===== src/rtl/instr_fetch_queue_if.sv =====
// Bundle of fetch-stage signals: redirect input, instruction memory request/response,
// decode handshake and performance counters. The fetch queue uses the master view;
// the surrounding environment (memory, decoder, branch unit) uses the slave view.
interface instr_fetch_queue_if;
  logic        redirect_valid;
  logic [31:0] redirect_pc;
  logic        imem_req_valid;
  logic        imem_req_ready;
  logic [31:0] imem_req_addr;
  logic        imem_rsp_valid;
  logic [31:0] imem_rsp_data;
  logic        imem_rsp_err;
  logic        dec_valid;
  logic        dec_ready;
  logic [31:0] dec_instr;
  logic [31:0] dec_pc;
  logic        dec_fault;
  logic [31:0] perf_empty_cyc;
  logic [15:0] perf_flushes;

  modport master (
    input  redirect_valid,
    input  redirect_pc,
    output imem_req_valid,
    input  imem_req_ready,
    output imem_req_addr,
    input  imem_rsp_valid,
    input  imem_rsp_data,
    input  imem_rsp_err,
    output dec_valid,
    input  dec_ready,
    output dec_instr,
    output dec_pc,
    output dec_fault,
    output perf_empty_cyc,
    output perf_flushes
  );

  modport slave (
    output redirect_valid,
    output redirect_pc,
    input  imem_req_valid,
    output imem_req_ready,
    input  imem_req_addr,
    output imem_rsp_valid,
    output imem_rsp_data,
    output imem_rsp_err,
    input  dec_valid,
    output dec_ready,
    input  dec_instr,
    input  dec_pc,
    input  dec_fault,
    input  perf_empty_cyc,
    input  perf_flushes
  );
endinterface


===== src/rtl/instr_fetch_queue.sv =====
// Instruction fetch queue: issues sequential word fetches under a credit limit of DEPTH
// (queued + in-flight), buffers in-order responses with their PC and presents the head
// to decode from registers. A redirect flushes the queue and kills stale responses.
// Optional macro FETCH_PERF_EN enables the saturating performance counters; without it
// the counter outputs are tied to zero.
module instr_fetch_queue #(
  parameter int unsigned DEPTH    = 4,
  parameter logic [31:0] RESET_PC = 32'h0000_0100
) (
  input logic                clk,
  input logic                reset,
  instr_fetch_queue_if.master bus
);

  localparam int unsigned   CW      = $clog2(DEPTH + 1);
  localparam int unsigned   AW      = $clog2(DEPTH);
  localparam logic [CW-1:0] DEPTH_C = CW'(DEPTH);

  // Architectural state
  logic [31:0]   r_fetch_pc;
  logic [31:0]   r_rsp_pc;
  logic [CW-1:0] r_count;
  logic [CW-1:0] r_inflight;
  logic [CW-1:0] r_kill;
  logic          r_halted;
  logic          r_req_hold;
  logic [AW-1:0] r_wr_ptr;
  logic [AW-1:0] r_rd_ptr;

  // Queue storage
  logic [31:0] r_q_instr [DEPTH];
  logic [31:0] r_q_pc    [DEPTH];
  logic        r_q_fault [DEPTH];

  // Registered head presented to decode
  logic [31:0] r_dec_instr;
  logic [31:0] r_dec_pc;
  logic        r_dec_fault;

  // Next-state and control wires
  logic          w_req_valid;
  logic          w_req_fire;
  logic          w_credit_ok;
  logic [CW:0]   w_used;
  logic          w_push;
  logic          w_pop;
  logic          w_rsp_drop;
  logic          w_bypass;
  logic          w_head_load;
  logic [31:0]   w_redirect_pc;
  logic [31:0]   w_fetch_pc_d;
  logic [31:0]   w_rsp_pc_d;
  logic [CW-1:0] w_count_d;
  logic [CW-1:0] w_inflight_d;
  logic [CW-1:0] w_kill_d;
  logic          w_halted_d;
  logic          w_req_hold_d;
  logic [AW-1:0] w_wr_ptr_d;
  logic [AW-1:0] w_rd_ptr_d;
  logic          w_unused_redirect_lsb;

  assign w_unused_redirect_lsb = ^bus.redirect_pc[1:0];
  assign w_redirect_pc         = {bus.redirect_pc[31:2], 2'b00};

  // Handshake decode: credit check, request issue, push/pop/drop qualification
  always_comb begin
    w_used      = {1'b0, r_count} + {1'b0, r_inflight};
    w_credit_ok = w_used < {1'b0, DEPTH_C};
    // An offered request stays up until accepted; only a redirect withdraws it.
    w_req_valid = !reset && !bus.redirect_valid &&
                  (r_req_hold || (!r_halted && w_credit_ok));
    w_req_fire  = w_req_valid && bus.imem_req_ready;
    w_rsp_drop  = bus.imem_rsp_valid && (r_kill != '0);
    w_push      = bus.imem_rsp_valid && (r_kill == '0) && !bus.redirect_valid;
    w_pop       = (r_count != '0) && bus.dec_ready && !bus.redirect_valid;
  end

  // Next-state computation; redirect overrides every other update
  always_comb begin
    w_fetch_pc_d = r_fetch_pc;
    w_rsp_pc_d   = r_rsp_pc;
    w_count_d    = r_count;
    w_inflight_d = r_inflight + CW'(w_req_fire) - CW'(bus.imem_rsp_valid);
    w_kill_d     = r_kill;
    w_halted_d   = r_halted;
    w_req_hold_d = w_req_valid && !bus.imem_req_ready;
    w_wr_ptr_d   = r_wr_ptr;
    w_rd_ptr_d   = r_rd_ptr;
    if (bus.redirect_valid) begin
      w_fetch_pc_d = w_redirect_pc;
      w_rsp_pc_d   = w_redirect_pc;
      w_count_d    = '0;
      // Every request still owed a response belongs to the old stream.
      w_kill_d     = r_inflight - CW'(bus.imem_rsp_valid);
      w_halted_d   = 1'b0;
      w_wr_ptr_d   = '0;
      w_rd_ptr_d   = '0;
    end else begin
      if (w_req_fire) begin
        w_fetch_pc_d = r_fetch_pc + 32'd4;
      end
      if (w_rsp_drop) begin
        w_kill_d = r_kill - CW'(1);
      end
      if (w_push) begin
        w_rsp_pc_d = r_rsp_pc + 32'd4;
        w_wr_ptr_d = r_wr_ptr + AW'(1);
        if (bus.imem_rsp_err) begin
          w_halted_d = 1'b1;
        end
      end
      if (w_pop) begin
        w_rd_ptr_d = r_rd_ptr + AW'(1);
      end
      w_count_d = r_count + CW'(w_push) - CW'(w_pop);
    end
  end

  // Head register source: a push into an (effectively) empty queue goes straight to decode
  always_comb begin
    w_bypass    = w_push && (r_count == CW'(w_pop));
    w_head_load = !bus.redirect_valid && (w_count_d != '0);
  end

  // Control and pointer state
  always_ff @(posedge clk) begin
    if (reset) begin
      r_fetch_pc <= RESET_PC;
      r_rsp_pc   <= RESET_PC;
      r_count    <= '0;
      r_inflight <= '0;
      r_kill     <= '0;
      r_halted   <= 1'b0;
      r_req_hold <= 1'b0;
      r_wr_ptr   <= '0;
      r_rd_ptr   <= '0;
    end else begin
      r_fetch_pc <= w_fetch_pc_d;
      r_rsp_pc   <= w_rsp_pc_d;
      r_count    <= w_count_d;
      r_inflight <= w_inflight_d;
      r_kill     <= w_kill_d;
      r_halted   <= w_halted_d;
      r_req_hold <= w_req_hold_d;
      r_wr_ptr   <= w_wr_ptr_d;
      r_rd_ptr   <= w_rd_ptr_d;
    end
  end

  // Queue storage write; contents need no reset since count gates visibility
  always_ff @(posedge clk) begin
    if (w_push) begin
      r_q_instr[r_wr_ptr] <= bus.imem_rsp_data;
      r_q_pc[r_wr_ptr]    <= r_rsp_pc;
      r_q_fault[r_wr_ptr] <= bus.imem_rsp_err;
    end
  end

  // Decode head registers; hold their last value while the queue is empty
  always_ff @(posedge clk) begin
    if (reset) begin
      r_dec_instr <= '0;
      r_dec_pc    <= '0;
      r_dec_fault <= 1'b0;
    end else if (w_head_load) begin
      if (w_bypass) begin
        r_dec_instr <= bus.imem_rsp_data;
        r_dec_pc    <= r_rsp_pc;
        r_dec_fault <= bus.imem_rsp_err;
      end else begin
        r_dec_instr <= r_q_instr[w_rd_ptr_d];
        r_dec_pc    <= r_q_pc[w_rd_ptr_d];
        r_dec_fault <= r_q_fault[w_rd_ptr_d];
      end
    end
  end

  // Output drive
  always_comb begin
    bus.imem_req_valid = w_req_valid;
    bus.imem_req_addr  = r_fetch_pc;
    bus.dec_valid      = r_count != '0;
    bus.dec_instr      = r_dec_instr;
    bus.dec_pc         = r_dec_pc;
    bus.dec_fault      = r_dec_fault;
  end

`ifdef FETCH_PERF_EN
  logic [31:0] r_perf_empty_cyc;
  logic [15:0] r_perf_flushes;

  // Saturating counters: decode starved cycles and redirects
  always_ff @(posedge clk) begin
    if (reset) begin
      r_perf_empty_cyc <= '0;
      r_perf_flushes   <= '0;
    end else begin
      if (bus.dec_ready && (r_count == '0) && (r_perf_empty_cyc != '1)) begin
        r_perf_empty_cyc <= r_perf_empty_cyc + 32'd1;
      end
      if (bus.redirect_valid && (r_perf_flushes != '1)) begin
        r_perf_flushes <= r_perf_flushes + 16'd1;
      end
    end
  end

  assign bus.perf_empty_cyc = r_perf_empty_cyc;
  assign bus.perf_flushes   = r_perf_flushes;
`else
  assign bus.perf_empty_cyc = '0;
  assign bus.perf_flushes   = '0;
`endif

endmodule


===== src/flat_wrapper.sv =====
// flat-port wrapper written by rule: the top's interface ports become plain ports
module instr_fetch_queue_flat 
#(
  parameter int unsigned DEPTH    = 4,
  parameter logic [31:0] RESET_PC = 32'h0000_0100
)
  (clk, reset, bus_redirect_valid, bus_redirect_pc, bus_imem_req_valid, bus_imem_req_ready, bus_imem_req_addr, bus_imem_rsp_valid, bus_imem_rsp_data, bus_imem_rsp_err, bus_dec_valid, bus_dec_ready, bus_dec_instr, bus_dec_pc, bus_dec_fault, bus_perf_empty_cyc, bus_perf_flushes);
  instr_fetch_queue_if bus_i ();
  input logic clk;
  input logic reset;
  input wire logic [$bits(bus_i.redirect_valid)-1:0] bus_redirect_valid;
  input wire logic [$bits(bus_i.redirect_pc)-1:0] bus_redirect_pc;
  output wire logic [$bits(bus_i.imem_req_valid)-1:0] bus_imem_req_valid;
  input wire logic [$bits(bus_i.imem_req_ready)-1:0] bus_imem_req_ready;
  output wire logic [$bits(bus_i.imem_req_addr)-1:0] bus_imem_req_addr;
  input wire logic [$bits(bus_i.imem_rsp_valid)-1:0] bus_imem_rsp_valid;
  input wire logic [$bits(bus_i.imem_rsp_data)-1:0] bus_imem_rsp_data;
  input wire logic [$bits(bus_i.imem_rsp_err)-1:0] bus_imem_rsp_err;
  output wire logic [$bits(bus_i.dec_valid)-1:0] bus_dec_valid;
  input wire logic [$bits(bus_i.dec_ready)-1:0] bus_dec_ready;
  output wire logic [$bits(bus_i.dec_instr)-1:0] bus_dec_instr;
  output wire logic [$bits(bus_i.dec_pc)-1:0] bus_dec_pc;
  output wire logic [$bits(bus_i.dec_fault)-1:0] bus_dec_fault;
  output wire logic [$bits(bus_i.perf_empty_cyc)-1:0] bus_perf_empty_cyc;
  output wire logic [$bits(bus_i.perf_flushes)-1:0] bus_perf_flushes;
  assign bus_i.redirect_valid = bus_redirect_valid;
  assign bus_i.redirect_pc = bus_redirect_pc;
  assign bus_imem_req_valid = bus_i.imem_req_valid;
  assign bus_i.imem_req_ready = bus_imem_req_ready;
  assign bus_imem_req_addr = bus_i.imem_req_addr;
  assign bus_i.imem_rsp_valid = bus_imem_rsp_valid;
  assign bus_i.imem_rsp_data = bus_imem_rsp_data;
  assign bus_i.imem_rsp_err = bus_imem_rsp_err;
  assign bus_dec_valid = bus_i.dec_valid;
  assign bus_i.dec_ready = bus_dec_ready;
  assign bus_dec_instr = bus_i.dec_instr;
  assign bus_dec_pc = bus_i.dec_pc;
  assign bus_dec_fault = bus_i.dec_fault;
  assign bus_perf_empty_cyc = bus_i.perf_empty_cyc;
  assign bus_perf_flushes = bus_i.perf_flushes;
  instr_fetch_queue #(.DEPTH(DEPTH), .RESET_PC(RESET_PC)) u_core (.clk(clk), .reset(reset), .bus(bus_i));
endmodule

===== config.mk =====
export PLATFORM = sky130hd
export DESIGN_NAME = instr_fetch_queue_flat
export DESIGN_NICKNAME = d
export VERILOG_FILES = /design/src/rtl/instr_fetch_queue_if.sv /design/src/rtl/instr_fetch_queue.sv /design/src/flat_wrapper.sv
export SDC_FILE = /design/constraint.sdc
export NUM_CORES = 1
export LEC_CHECK = 0
export CORE_MARGIN = 3
export CORE_UTILIZATION = 50
export CTS_BUF_LIST = sky130_fd_sc_hd__clkbuf_4 sky130_fd_sc_hd__clkbuf_8 sky130_fd_sc_hd__clkbuf_16
export DETAILED_ROUTE_END_ITERATION = 10
export HOLD_SLACK_MARGIN = 0.12
export PLACE_DENSITY = 0.81
export SLEW_MARGIN = 0
export SYNTH_ARGS = -nofsm -noshare
export SYNTH_HDL_FRONTEND = slang
export SYNTH_SLANG_ARGS = --single-unit

===== constraint.sdc =====
create_clock -name clk -period 5.7 [get_ports clk]
set_clock_uncertainty 0.15 [all_clocks]
set_input_delay 1.71 -clock clk [delete_from_list [all_inputs] [get_ports clk]]
set_output_delay 1.71 -clock clk [all_outputs]
set_load 0.005 [all_outputs]

======== Word-level counts from Yosys, hierarchy flattened ========
Memories as Yosys holds them, arrays and structs flattened.
Index checks and enable logic that the tools add are counted.
word-level totals
  bits in writable memories ............... 260
  register bits ........................... 144
  bits of input ports ..................... 71
  output and inout port bits .............. 147
  memories kept ........................... 3
memory list
  name              depth  width  read ports  clocked after Yosys merged registers in  write ports  RTL line                 RTL
  u_core.r_q_instr  4      32     1           0                                        1            instr_fetch_queue.sv:31  logic [31:0] r_q_instr [DEPTH];
  u_core.r_q_pc     4      32     1           0                                        1            instr_fetch_queue.sv:32  logic [31:0] r_q_pc [DEPTH];
  u_core.r_q_fault  4      1      1           0                                        1            instr_fetch_queue.sv:33  logic r_q_fault [DEPTH];
operators by class
  $add $sub $neg .......................... 11
  muxes and demuxes ....................... 14
  reductions and logical operators ........ 26
  order comparisons ....................... 1
  equal/unequal tests ..................... 1
operators by type and width
  kind                                                                          number
  32-bit 2-to-1 mux                                                             6
  32-bit by 3-bit adder with 32-bit output, second input constant               2
  1-bit logical AND                                                             12
  3-bit 2-to-1 mux                                                              3
  3-bit nonzero test                                                            3
  3-bit by 1-bit subtractor with 3-bit output                                   3
  3-bit by 1-bit adder with 3-bit output                                        2
  2-bit nonzero test                                                            3
  2-bit by 1-bit adder with 2-bit output, second input constant                 2
  3-bit by 3-bit adder with 4-bit output                                        1
  1-bit zero test                                                               4
  4-bit by 3-bit less-than comparator with 1-bit output, second input constant  1
  2-bit 2-to-1 mux                                                              2
  3-bit by 1-bit equality test with 1-bit output                                1
  3-bit zero test                                                               1
  1-bit 2-to-1 mux                                                              3
  3-bit by 1-bit subtractor with 3-bit output, second input constant            1
  2-bit AND reduction                                                           1
  2-bit OR reduction                                                            1
  1-bit logical OR                                                              1

======== Longest topological paths before layout ========
  word-level depth ........................ 8
  mapped depth ............................ 17

======== Least setup slack after synthesis ========
No wires, ideal clock.
  kind .................................... input to register
  start point ............................. in bus_redirect_valid
  end point ............................... reg u_core.r_dec_instr[6] (netlist: u_core.bus.dec_instr[6])
  stages .................................. 16
  data arrival time ....................... 5.012 ns
  setup time .............................. 0.101 ns
  required time ........................... 5.449 ns
  path slack .............................. 0.437 ns
  cell sequence ........................... clkbuf_1 clkbuf_1 buf_1 clkbuf_1 nor2_1 ha_1 inv_1 ha_1 inv_1 fa_1 xnor3_1 and3b_1 or2_1 clkbuf_1 clkbuf_1 o41ai_1
on the way
  word-level cells in the longest chain between the ends .. 7
ends and longest elaborated chain
  item                                         RTL line                                                                    RTL
  start, declared                              flat_wrapper.sv:11                                                          input wire logic [$bits(bus_i.redirect_valid)-1:0] bus_redirect_valid;
  1-bit zero test                              instr_fetch_queue.sv:74, instr_fetch_queue.sv:75, instr_fetch_queue.sv:122
  1-bit logical AND                            instr_fetch_queue.sv:74                                                     w_push = bus.imem_rsp_valid && (r_kill == '0) && !bus.redirect_valid;
  3-bit by 1-bit adder with 3-bit output       instr_fetch_queue.sv:115                                                    w_count_d = r_count + CW'(w_push) - CW'(w_pop);
  3-bit by 1-bit subtractor with 3-bit output  instr_fetch_queue.sv:115
  3-bit 2-to-1 mux                             instr_fetch_queue.sv:89                                                     if (bus.redirect_valid) begin
  3-bit nonzero test                           instr_fetch_queue.sv:122                                                    w_head_load = !bus.redirect_valid && (w_count_d != '0);
  1-bit logical AND                            instr_fetch_queue.sv:122
  end signal, assigned                         instr_fetch_queue.sv:167                                                    r_dec_instr <= bus.imem_rsp_data;
  end signal, assigned                         instr_fetch_queue.sv:171                                                    r_dec_instr <= r_q_instr[w_rd_ptr_d];
  end, declared                                instr_fetch_queue.sv:36                                                     logic [31:0] r_dec_instr;
Several ways; a longest one is shown, not always the timed one.
A chain may end at the register's enable or synchronous reset.

======== Worst setup path in the final report ========
  start point ............................. in bus_redirect_valid
  end point ............................... out bus_imem_req_valid
on the way
  word-level cells in the longest chain between the ends .. 3
ends and longest elaborated chain
  item                            RTL line                 RTL
  1-bit zero test                 instr_fetch_queue.sv:70  w_req_valid = !reset && !bus.redirect_valid &&
  1-bit logical AND (2 in a row)  instr_fetch_queue.sv:70
  end, declared                   flat_wrapper.sv:13       output wire logic [$bits(bus_i.imem_req_valid)-1:0] bus_imem_req_valid;
Every way passes these cells.

==> metrics <==
Worst slew margin=0.204; FF-to-FF End=u_core.bus.dec_pc[7]$_SDFFE_PP0P_; family with the most delay on the worst path=simple AND/OR/NAND/NOR gates; TritonCTS clock tree=yes; CP Launch Type=primary input; drt initial violations=1560; first-pass GRT wire length=72600 um; placed instance area=19700 um^2; Slew @ Worst Pin=1190 ps; dominant cell by count in the synthesized netlist=edfxtp_1; area leader, netlist=edfxtp_1; area share of the largest cell type after synthesis=0.424; hpwl dp=28900 um; vias in the first global route=13500; H-tree Lvls=2; Max Slew Vio Count=0; Area Growth Syn to Fin=18.0%; # hold bufs at CTS=0; minimum clock period=4940 ps; synthesized area=17800 um^2; Setup TNS Final=0 ps; global route total overflow=0; post-route ant nets=0; CTS sink count=390; critical path required time=3840 ps; CTS resizes=0; Post-synth EDFFs=252; initial antenna violation count=3; Wirelength per Cell=21.5 um; Max VDD drop=0.171 mV; RSZ-0062 raised after global routing=false; PD cells=325 nW/um^2; total chip power=6.85 mW; Setup WS pre-CTS=310 ps; CTS Buffer Depth=3; CP max-delay cell=clkdlybuf4s50_1; fin nets=1789; Hold Crit Endpoint=u_core.bus.dec_instr[3]$_SDFFE_PP0P_; Hold Path Stages=2; Max FO, Critical Path=19; Final Util=0.604; Die H=195 um; All-Layer GR Usage=0.233; CP endpoint kind=primary output; vias=13800; final RePlAce weighted congestion=0.832; core area=34900 um^2; PortBufs=163; Synth Area per Inst=11.1 um^2; Crit Path Category=in2out; post-layout worst setup margin=757 ps; sequential share of the synthesized area=0.579; WL final=46900 um; final hold violations=0; ys async rst share=0; Mapped Cells=1601; Max Freq=202 MHz; DR pass1 iterations=6; worst reg2reg startpoint=u_core.r_count[1]$_SDFF_PP0_; status=complete, no violations; Starting Density=0.511; clk_lat worst skew=530 ps; worst path buffer plus inverter count=2; Worst R2R Path Depth=12; Area contributors post-synth=edfxtp_1 (42%), dfxtp_1 (15%), a21o_1 (2.4%), a211oi_1 (2.4%), a311oi_1 (2.3%); Leakage=7.11 nW; # IOs=218; Cell Chain, Critical Path=buf_4 -> or2_2 -> nor2_1 -> clkdlybuf4s50_1; Die ar.=38000 um^2; max incr delay on CP=530 ps; cts bufs inserted=40; setup bufs post-CTS=0; Ys Warns=0; Worst Path Arrival=3080 ps; Rows=68; Max Cap Viol=0; Primary FF master, synth=edfxtp_1; Hold Startpoint=u_core.bus.dec_instr[3]$_SDFFE_PP0P_; DRC=0; Yosys cell types=58; Reg clk slew, reported paths=60 ps; Setup-failing EPs final=0; Post-synth top cells=edfxtp_1 (252), dfxtp_1 (138), clkbuf_1 (107); HP Class=reg2reg; antenna cells=0; Final Cycle Share=0.867; proportion of layout cells with a drive suffix above 1=0.0751; Root Buffer=clkbuf_16; Worst R2R Setup Slack=1950 ps; Synth Register Bits=390; largest net degree at the start of global routing=93; Via-to-Cell Ratio=6.29; Die W=195 um; final instance area=21100 um^2
power by group:
group	switching (mW)	internal, mW
clock network	1.09	1.57
logic	0.513	0.389
registers	0.127	3.16
total	1.73	5.12
flip-flops by register name (all words and copies together) (netlist names), 4 cells and up:
register / flops
u_core.bus.dec_instr: 32
u_core.bus.dec_pc: 30
u_core.bus.imem_req_addr: 30
u_core.r_q_fault: 4
u_core.r_q_instr: 128
u_core.r_q_pc: 120
u_core.r_rsp_pc: 30
per-stage QoR:
| step | std cells | hold slack (ps) |
|---|---|---|
| final | 2186 | 314 |
| after CTS | 2186 | 320 |
| after detailed placement | 2113 | 310 |
| after floorplan | 1652 | 287 |
| after global routing | 2186 | 345 |
| after global placement | 2113 | 302 |
worst reg2reg max path, delay by kind of cell (launching register included):
kind / cells / cell delay [ps]
flops: 1 / 410
fa+ha+maj: 3 / 810
buf+inv: 2 / 120
compound gates: 2 / 560
xor+xnor: 1 / 230
simple gates: 4 / 1390
cell families (layout without fill, tap and decap cells):
group                    count (synthesis)  count (layout)  share of synthesized area
adder cells (fa/ha/maj)                 18              18                     0.0135
AND/OR/NAND/NOR                        428             428                      0.126
AO/OA/AOI/OAI                          441             441                      0.183
flip-flops                             390             390                      0.579
other                                    1              52                   0.000210
multiplexers                            12              12                    0.00729
XOR/XNOR                                47              47                     0.0238
buffers and inverters                  264             343                     0.0679
how the worst max path moves through the flow:
stage / startpoint / end / slack (ps) / cells after the start
floorplan: bus_redirect_valid / u_core.bus.dec_instr[6]$_SDFFE_PP0P_ / 440 / 16
global placement: bus_dec_ready / u_core.bus.dec_instr[3]$_SDFFE_PP0P_ / 420 / 13
detailed placement: bus_dec_ready / u_core.bus.dec_pc[7]$_SDFFE_PP0P_ / 310 / 13
CTS: bus_redirect_valid / bus_imem_req_valid / 730 / 4
global route: bus_dec_ready / u_core.bus.dec_pc[13]$_SDFFE_PP0P_ / 540 / 13
finish: bus_redirect_valid / bus_imem_req_valid / 760 / 4
area by class of cell:
class	count	area, um^2
fillers	2652	13800
multi-input cells	998	6580
well taps	455	569
clock buffers	51	1110
flip-flops and latches	390	10300
clock inverters	22	238
repair buffers	195	1950
inverters	75	284
metal layers:
metal / vias to the layer above / GRT usage / share of wire
met5: - / 0 / 0.00072
met4: 6 / 0.0858 / 0.030
met3: 121 / 0.0503 / 0.098
met2: 802 / 0.374 / 0.47
met1: 6637 / 0.315 / 0.41
li1: 6189 / - / -
cells in the final DEF, fill, tap and decap left out, drive strengths merged, types with 37 or more instances in the layout:
| master | instances |
|---|---|
| clkdlybuf4s50 | 161 |
| clkbuf | 51 |
| a21oi | 38 |
| dfxtp | 138 |
| a211oi | 56 |
| a311oi | 47 |
| a21o | 57 |
| o21ai | 58 |
| conb | 52 |
| inv | 76 |
| nand3 | 68 |
| o32ai | 37 |
| nor2 | 83 |
| edfxtp | 252 |
| nand2 | 79 |
| nor4 | 43 |
(Power assumes the default switching activity.)
==> edit, RTL diff (same flow settings) <==
Add a define of `FETCH_PERF_EN`.
--- a/src/rtl/instr_fetch_queue.sv
+++ b/src/rtl/instr_fetch_queue.sv
@@ -4,4 +4,6 @@
 // Optional macro FETCH_PERF_EN enables the saturating performance counters; without it
 // the counter outputs are tied to zero.
+`define FETCH_PERF_EN
+
 module instr_fetch_queue #(
   parameter int unsigned DEPTH    = 4,
Function: changed (Yosys sat finds a counterexample within 4 cycles, from zero or initial values and one cycle with reset high).
==> edit against the unedited design <==
  * Hold slack worse by 0.012 ns
  * Wire length up 7.5%
  * Synthesized cell count is 2.9% higher
  * Sequential cell count grew 48
  * Power rose by 9.0%
  * Non-clock buffer count rose by 52
  * Worst setup slack gained 0.15 ns
  * Synthesized area is 5.8% higher
  * Final area grew 9.4%
  * Critical path type unchanged
==> edit: results (changes against the unedited design) <==
status:
  status: "completed"
logic_synthesis:
  synth.area.mux_share_pct: 2.49  # +1.8 points
  synth_commonest_cells: "edfxtp_1, dfxtp_1, nand2_1, clkbuf_1, nand4_1"
  synthAdderAreaFrac_pct: 1.41  # +0.059 points
  syn_avg_cell_area_um2: 11.5  # +2.8%
  yosys-top-cells-area: "edfxtp_1, dfxtp_1, nand4_1"
  synth-compound-area-share_pct: 14.7  # -3.5 points
place:
  dp_slack_ns: 0.466  # +0.156 ns
  postPlaceCellArea_mm2: 0.0215  # +8.9%
  portBuffers: 211  # +29%
  hpwl_um: 30900  # +7.0%
finish:
  num-nonclk-buffers: 247  # +27%
  seq_cell_count: 438  # +12%
  buffer_area_share_pct: 10.3  # +1.0 points
  inverters: 45  # -40%
  num-multi-input-gates: 1046  # +4.8%
  fin_nets: 1914  # +7.0%
  multi_input_area_mm2: 0.00700  # +6.5%
  final-clk-cell-share_pct: 6.82  # +0.42 points
  layout-drive-gt1-share_pct: 8.66  # +1.1 points
worst_setup_path:
  crit_family: "buffers and inverters"
  reg2reg_slack_ns: 2.01  # +0.06 ns
  crit_fanout: 5  # -14
  worstReg2RegEnd: "u_core.bus.dec_instr[29]$_SDFFE_PP0P_"
route:
  routed_via_density: 6.16  # -2.1%
  met1Wirelength_um: 20400  # +6.9%
  firstDrtPassIters: 5  # -1
pwr:
  peakVddDrop_v: 0.000193  # +13%
  leakage_nw: 7.53  # +5.9%
grt:
  grt_pass1_vias: 14342  # +6.5%
  grt_util_met2_pct: 40.6  # +3.2 points
  grt_pass1_wl_um: 78700  # +8.5%
  met3_usage_pct: 6.13  # +1.1 points
timing:
  relSlewSlack_pct: 32.9  # +12 points
  max_freq_mhz: 208  # +3.0%
cts:
  clk_latency_ns: 0.56  # +0.03 ns
edit: worst min-delay path by stage:
stage | from | end | slack [ns] | cells past startpoint
after floorplan | u_core.r_halted$_SDFFE_PP0P_ | u_core.r_halted$_SDFFE_PP0P_ | 0.29 | 2
final | u_core.bus.dec_instr[1]$_SDFFE_PP0P_ | u_core.bus.dec_instr[1]$_SDFFE_PP0P_ | 0.30 | 2
after detailed placement | u_core.bus.dec_instr[1]$_SDFFE_PP0P_ | u_core.bus.dec_instr[1]$_SDFFE_PP0P_ | 0.30 | 2
after global routing | u_core.bus.dec_instr[15]$_SDFFE_PP0P_ | u_core.bus.dec_instr[15]$_SDFFE_PP0P_ | 0.33 | 2
after global placement | u_core.bus.dec_instr[1]$_SDFFE_PP0P_ | u_core.bus.dec_instr[1]$_SDFFE_PP0P_ | 0.29 | 2
after CTS | u_core.bus.dec_instr[1]$_SDFFE_PP0P_ | u_core.bus.dec_instr[1]$_SDFFE_PP0P_ | 0.31 | 2
